--- config.mk ---
export PLATFORM = sky130hd
export DESIGN_NAME = inv_mix_columns_seq
export DESIGN_NICKNAME = d
export VERILOG_FILES = /design/src/rtl/inv_mix_columns_seq.sv
export SDC_FILE = /design/constraint.sdc
export NUM_CORES = 1
export LEC_CHECK = 0
export CELL_PAD_IN_SITES_DETAIL_PLACEMENT = 1
export CELL_PAD_IN_SITES_GLOBAL_PLACEMENT = 1
export CORE_MARGIN = 4
export CORE_UTILIZATION = 42
export DETAILED_ROUTE_END_ITERATION = 12
export MAX_ROUTING_LAYER = met4
export PLACE_DENSITY = 0.9
export SYNTH_ARGS = -nofsm -noshare
export SYNTH_HDL_FRONTEND = slang
export SYNTH_SLANG_ARGS = --single-unit
--- constraint.sdc ---
create_clock -name clk -period 4.78 [get_ports clk]
set_input_delay 0.717 -clock clk [delete_from_list [all_inputs] [get_ports clk]]
set_output_delay 0.717 -clock clk [all_outputs]
set_load 0.01 [all_outputs]
--- src/rtl/inv_mix_columns_seq.sv ---
// inv_mix_columns_seq
// Sequential AES InvMixColumns engine. A 128-bit state block is captured in
// IDLE, its four columns are transformed COLS_PER_CYCLE at a time during RUN,
// and the finished block is presented in DONE until the consumer takes it.
//
// Parameters
//   COLS_PER_CYCLE : columns transformed per RUN cycle (1, 2 or 4)
//
// Ports
//   clk        : clock, all state updates on the rising edge
//   reset      : asynchronous active-high reset
//   in_valid   : upstream offers a state block
//   in_ready   : high in IDLE, block can be accepted
//   in_state   : AES state, byte i = bits [8i+7:8i], column c = bytes 4c..4c+3
//   out_valid  : high in DONE, out_state holds the finished result
//   out_ready  : downstream accepts the result
//   out_state  : InvMixColumns result, same byte packing as in_state
//   busy       : high in RUN or DONE
module inv_mix_columns_seq #(
  parameter int COLS_PER_CYCLE = 1
) (
  input  logic         clk,
  input  logic         reset,
  input  logic         in_valid,
  output logic         in_ready,
  input  logic [127:0] in_state,
  output logic         out_valid,
  input  logic         out_ready,
  output logic [127:0] out_state,
  output logic         busy
);

  typedef enum logic [1:0] {
    IDLE = 2'd0,
    RUN  = 2'd1,
    DONE = 2'd2
  } state_e;

  // The counter always holds a multiple of COLS_PER_CYCLE, so the columns of
  // the current group are exactly those whose index matches the counter once
  // the low bits inside a group are masked off. For 4 columns per cycle the
  // step truncates to 0 and the counter simply stays at 0.
  localparam logic [1:0] STEP       = 2'(COLS_PER_CYCLE);
  localparam logic [1:0] LAST_GROUP = 2'(4 - COLS_PER_CYCLE);
  localparam logic [1:0] GROUP_MASK = ~2'(COLS_PER_CYCLE - 1);

  state_e         state, state_next;
  logic [1:0]     counter, counter_next;
  logic [127:0]   blk, blk_next;
  logic [127:0]   transformed;

  // Multiply by x in GF(2^8) modulo 0x11b.
  function automatic logic [7:0] xtime(input logic [7:0] a);
    return {a[6:0], 1'b0} ^ (a[7] ? 8'h1b : 8'h00);
  endfunction

  // InvMixColumns on one column; coefficients 0e/0b/0d/09 are formed from
  // the x2/x4/x8 multiples of each byte.
  function automatic logic [31:0] inv_col(input logic [31:0] col);
    logic [7:0]  a  [4];
    logic [7:0]  x2 [4];
    logic [7:0]  x4 [4];
    logic [7:0]  x8 [4];
    logic [7:0]  m9 [4];
    logic [7:0]  mb [4];
    logic [7:0]  md [4];
    logic [7:0]  me [4];
    logic [31:0] res;
    for (int r = 0; r < 4; r++) begin
      a[r]  = col[8*r +: 8];
      x2[r] = xtime(a[r]);
      x4[r] = xtime(x2[r]);
      x8[r] = xtime(x4[r]);
      m9[r] = x8[r] ^ a[r];
      mb[r] = x8[r] ^ x2[r] ^ a[r];
      md[r] = x8[r] ^ x4[r] ^ a[r];
      me[r] = x8[r] ^ x4[r] ^ x2[r];
    end
    res = '0;
    for (int r = 0; r < 4; r++) begin
      res[8*r +: 8] = me[r] ^ mb[(r + 1) % 4] ^ md[(r + 2) % 4] ^ m9[(r + 3) % 4];
    end
    return res;
  endfunction

  // Transform only the columns belonging to the group the counter points at.
  always_comb begin
    transformed = blk;
    for (int c = 0; c < 4; c++) begin
      if ((2'(c) & GROUP_MASK) == counter) begin
        transformed[32*c +: 32] = inv_col(blk[32*c +: 32]);
      end
    end
  end

  always_comb begin
    state_next   = state;
    counter_next = counter;
    blk_next     = blk;
    unique case (state)
      IDLE: begin
        if (in_valid) begin
          blk_next     = in_state;
          counter_next = 2'd0;
          state_next   = RUN;
        end
      end
      RUN: begin
        blk_next     = transformed;
        counter_next = counter + STEP;
        if (counter == LAST_GROUP) begin
          state_next = DONE;
        end
      end
      DONE: begin
        if (out_ready) begin
          state_next = IDLE;
        end
      end
      default: begin
        state_next = IDLE;
      end
    endcase
  end

  always_ff @(posedge clk or posedge reset) begin
    if (reset) begin
      state   <= IDLE;
      counter <= 2'd0;
      blk     <= '0;
    end else begin
      state   <= state_next;
      counter <= counter_next;
      blk     <= blk_next;
    end
  end

  assign in_ready  = (state == IDLE);
  assign out_valid = (state == DONE);
  assign busy      = (state != IDLE);
  assign out_state = blk;

endmodule
======== Word level (Yosys, flattened, before mapping) ========
Cells that the tools add are included.
storage, ports and cells
  logic and storage cells ................. 282
  memories kept ........................... 0
  latch bits .............................. 0
  bits in writable memories ............... 0
  ROM bits ................................ 0
  flip-flop bits (word level) ............. 132
  output and inout bits ................... 131
cells by class
  order comparisons ....................... 0
  bitwise logic cells ..................... 192
  multipliers ............................. 0
  add/sub/neg operators ................... 1
  divide/modulo/power cells ............... 0
  shift operators ......................... 0
  equality and inequality tests ........... 13
  multiplexer cells ....................... 60
  reductions and logical operators ........ 10
operators by type and width
  kind                   count
  $xor A8 B8 Y8          144
  $xor A8 B5 Y8          48
  $pmux W128 S2          1
  $mux W5                48
  $mux W128              1
  $mux W32               4
  $reduce_and A3 Y1      5
  $ne A2 B2 Y1 const B   6
  $mux W2                4
  $pmux W2 S3            1
  $eq A2 B2 Y1 const A   2
  $eq A2 B2 Y1 const B   2
  $logic_not A2 Y1       2
  $pmux W2 S2            1
  $reduce_bool A2 Y1     2
  $add A2 B1 Y2 const B  1
  $eq A1 B2 Y1 const A   1
  $eq A2 B1 Y1 const B   1
  $ne A2 B1 Y1 const B   1
  $reduce_and A2 Y1      1

======== Depth between registers and ports, before layout ========
  depth in word-level cells ............... 13
  gate-level depth with buffers ........... 8
  depth with buffers taken out ............ 7

======== Least setup slack after synthesis ========
Ideal clock, no wire load.
  kind .................................... reg-to-reg
  start point ............................. register blk[122], in the netlist out_state[122]
  end point ............................... register blk[109], in the netlist out_state[109]
  arrival ................................. 2.172 ns
  required time ........................... 4.639 ns
  slack ................................... 2.467 ns
  period minus slack after synthesis ...... 2.313 ns
  setup time .............................. 0.141 ns
  cell stages (with the launch flop) ...... 8
  buffers on the path ..................... 1
  cells stage by stage .................... dfrtp_1 > clkbuf_1 > xnor3_1 > xor2_1 > xnor3_1 > xnor3_1 > nand2_1 > a31oi_1
between the ends
  word-level cells in the longest chain between the ends .. 9
RTL lines
  item                         RTL line  RTL
  start: declaration           49        logic [127:0] blk, blk_next;
  start signal: assignment     134       blk <= blk_next;
  $xor A8 B5 Y8 (3 in series)  54        return {a[6:0], 1'b0} ^ (a[7] ? 8'h1b : 8'h00);
  $xor A8 B8 Y8 (2 in series)  76        md[r] = x8[r] ^ x4[r] ^ a[r];
  $xor A8 B8 Y8 (2 in series)  81        res[8*r +: 8] = me[r] ^ mb[(r + 1) % 4] ^ md[(r + 2) % 4] ^ m9[(r + 3) % 4];
  $mux W32                     90        if ((2'(c) & GROUP_MASK) == counter) begin
  $pmux W128 S2                100       unique case (state)
Every way passes these cells. The select of a mux whose other input is x is not followed.
A chain may end at the register's enable or synchronous reset.

======== Worst setup path in the final report ========
  start point ............................. register blk[31], in the netlist out_state[31]
  end point ............................... register blk[20], in the netlist out_state[20]
between the ends
  word-level cells in the longest chain between the ends .. 9
RTL lines
  item                         RTL line  RTL
  $mux W5                      54
  $xor A8 B5 Y8                54
  $xor A8 B8 Y8 (2 in series)  75        mb[r] = x8[r] ^ x2[r] ^ a[r];
  $xor A8 B8 Y8 (3 in series)  81
  $mux W32                     90
  $pmux W128 S2                100
Every way passes these cells. The select of a mux whose other input is x is not followed.

==> impl_results.md <==
* Status: finished clean
* R2R Setup Slk at 1.86 ns
* GR Util met1 at 0.3374
* Clock sink count at 132
* Fmax at 342.2 MHz
* Critical Path Max Stage Delay at 0.72 ns
* Worst r2r src: out_state[31]$_DFFE_PP0P_
* Fin. Hold Viols at 0
* Unrepaired setup endpoints after global routing: false
* Syn Inst Count at 1552
* Vias in the first global route at 12950
* Crit. End Element: register
* Final Skew at 0.009420 ns
* GRT busiest layer: met2
* Final number of setup-violating endpoints at 0
* Fin nets at 1835
* Drt drc at 0
* Number of vias per cell at 5.379
* Fin area at 0.01836 mm²
* First-pass iteration count of the detailed router at 5
* Clk slew on worst S/H paths at 0.06 ns
* Final period utilization at 0.6114
* FF-to-FF path depth at 6
* Placed cell area at 0.01776 mm²
* Die height at 197.2 µm
* HP Start: counter[0]$_DFFE_PP0P_
* Min cycle time layout at 2.922 ns
* Asr flop ratio synth at 1.000
* TritonCTS clock tree: yes
* Hold Crit Class: reg -> reg
* Setup CP Type: reg -> reg
* Synth Cell Area at 0.01504 mm²
* Post-synth EDFFs at 0
* DP HPWL at 37.92 mm
* Post-synthesis register bit count at 132
* PortBufs at 262
* Total of max-cap violations at 0
* Latest clock arrival within the worst-skew pair at 0.46 ns
* Worst setup SP type: register
* Post-CTS Setup Bufs at 0
* Initial Util at 0.4238
* Total Wirelength at 51.60 mm
* Total CTS buffers at 17
* Critical Path AT at 3.26 ns
* Mean Syn Cell Area at 9.689 µm²
* Register area share after synthesis at 0.2197
* Post-synthesis net count at 1688
* WHS Endpoint: counter[0]$_DFFE_PP0P_
* Synth area leaders: xnor2_1 (26%), dfrtp_1 (22%), xnor3_1 (18%), xor2_1 (7.3%), nand2_1 (5.6%)
* Gr ovfl total at 0
* Slew headroom at 0.1787
* Crit path top cell by count: xnor2_1
* Top FF cell, synth: dfrtp_1
* Starting DRT DRC Count at 724
* Post-CTS sizing at 0
* Max Buffers Root-to-Sink at 2
* Critical Path RT at 5.12 ns
* Global-route wire length before repair at 78.97 mm
* Via count at 11700
* I/O pins at 263
* Avg WL per Cell at 23.72 µm
* Max-slew violations at 0
* Crit path buf inv count at 0
* Die X at 197.2 µm
* Largest net degree at the start of global routing at 89
* Core ar. at 0.03548 mm²
* Synth top area share at 0.2598
* Clk Tree Root Cell: clkbuf_16
* Setup TNS at 0 ns
* Worst R2R End: out_state[20]$_DFFE_PP0P_
* Total of warnings raised by yosys at 0
* Slowest CP cell: xnor2_1
* DIE AREA at 0.03889 mm²
* Initial antenna violation count at 1
* Layout cells sized above 1 at 0.04498
* Max Fanout on Critical Path at 10
* Area grow syn2layout at 22.08%
* Crit-path cells: xnor2_1 -> xor3_1 -> xor2_1 -> xnor2_1 -> nand2_1 -> a31oi_1
* Top delay family on crit path: XOR/XNOR gates
* Worst Tran Pin Value at 1.229 ns
* WHS Path Cells at 1
* CTS H-tree lvls at 4
* Synth cell types at 36
* Biggest area consumer among synthesized cells: xnor2_1
* M2 GR Usage at 0.4537
* Global routing usage on met3 at 0.03940
* GRT Resource Usage Total at 0.2709
* Hold Buf Count CTS at 0
* Placer Congestion at 0.9074
* Post-detailed-route count of antenna-violating nets at 0
* Row count at 69
synth_stat cells, types with 9 or more instances:
library cell	instances
buf_1	9
nor2_1	133
xor3_1	17
a31oi_1	104
xor2_1	125
nand2_1	225
buf_2	40
xnor2_2	14
dfrtp_1	132
xnor2_1	446
xnor3_1	122
clkbuf_1	85
a21oi_1	32
metal layers:
layer	vias up	wire, µm
met1	5938	21560
met2	382	26130
met3	108	2427
li1	5272	-
met4	0	1474
met5	-	0
flip-flops by register name (all words and copies together) (netlist names):
name / cells
out_state: 128
counter: 2
state: 2
per-stage QoR:
step	cells	utilization	setup WS [ns]	hold slack [ns]
after floorplan	1552	-	0.5370	0.5141
after global placement	2141	0.5004	1.833	0.5343
after detailed placement	2141	0.5004	1.655	0.5653
after CTS	2173	0.5172	1.894	0.5750
after global routing	2174	0.5173	1.750	0.5937
final	2175	0.5174	1.858	0.5727
cells by family after synthesis:
group                    after synthesis  share of synthesized area
multiplexers                           1                  0.0006657
adder cells (fa/ha/maj)                4                   0.003328
buffers and inverters                153                    0.04460
flip-flops                           132                     0.2197
AO/OA/AOI/OAI                        157                    0.06457
XOR/XNOR                             736                     0.5733
AND/OR/NAND/NOR                      369                    0.09386
how the worst max path moves through the flow:
stage | start | endpoint | slack [ns] | cells past startpoint
2_1_floorplan | reset | counter[0]$_DFFE_PP0P_ | 0.54 | 1
6_report | out_state[31]$_DFFE_PP0P_ | out_state[20]$_DFFE_PP0P_ | 1.86 | 6
3_5_place_dp | in_valid | out_state[22]$_DFFE_PP0P_ | 1.66 | 6
3_3_place_gp | in_valid | out_state[23]$_DFFE_PP0P_ | 1.83 | 6
5_1_grt | state[1]$_DFFE_PP0P_ | out_state[43]$_DFFE_PP0P_ | 1.75 | 5
4_1_cts | state[1]$_DFFE_PP0P_ | out_valid | 1.89 | 2
area by class of cell:
cell class	instances	area (µm²)
fill	3918	17130
multi-input combinational	1267	11120
sequential	132	3303
timing repair buffer	273	2718
tap	461	576.8
clock buffer	20	466.7
clock inverter	12	130.1
inverter	8	35.03
antenna	2	5.005
cells in the final DEF (no fill, tap or decap), types with 2 or more instances in the layout:
cell,count
inv_1,7
o21a_1,7
clkinv_4,2
bufinv_16,2
diode_2,2
ha_1,4
xor2_2,7
clkdlybuf4s50_1,262
buf_4,10
xor2_1,125
clkinv_2,3
xor3_1,17
xnor2_2,14
xnor3_1,122
o211ai_1,8
nand3_1,3
a31oi_1,104
xnor3_2,3
a21oi_4,4
dfrtp_1,132
clkbuf_16,17
nor2_1,133
a21oi_1,28
a22o_1,2
nand2b_1,2
clkinvlp_4,5
clkbuf_8,3
xnor2_1,446
nand2_1,225
Power is not shown: default switching activity piles up to over one toggle a cycle in this logic, so the estimate is an artifact.
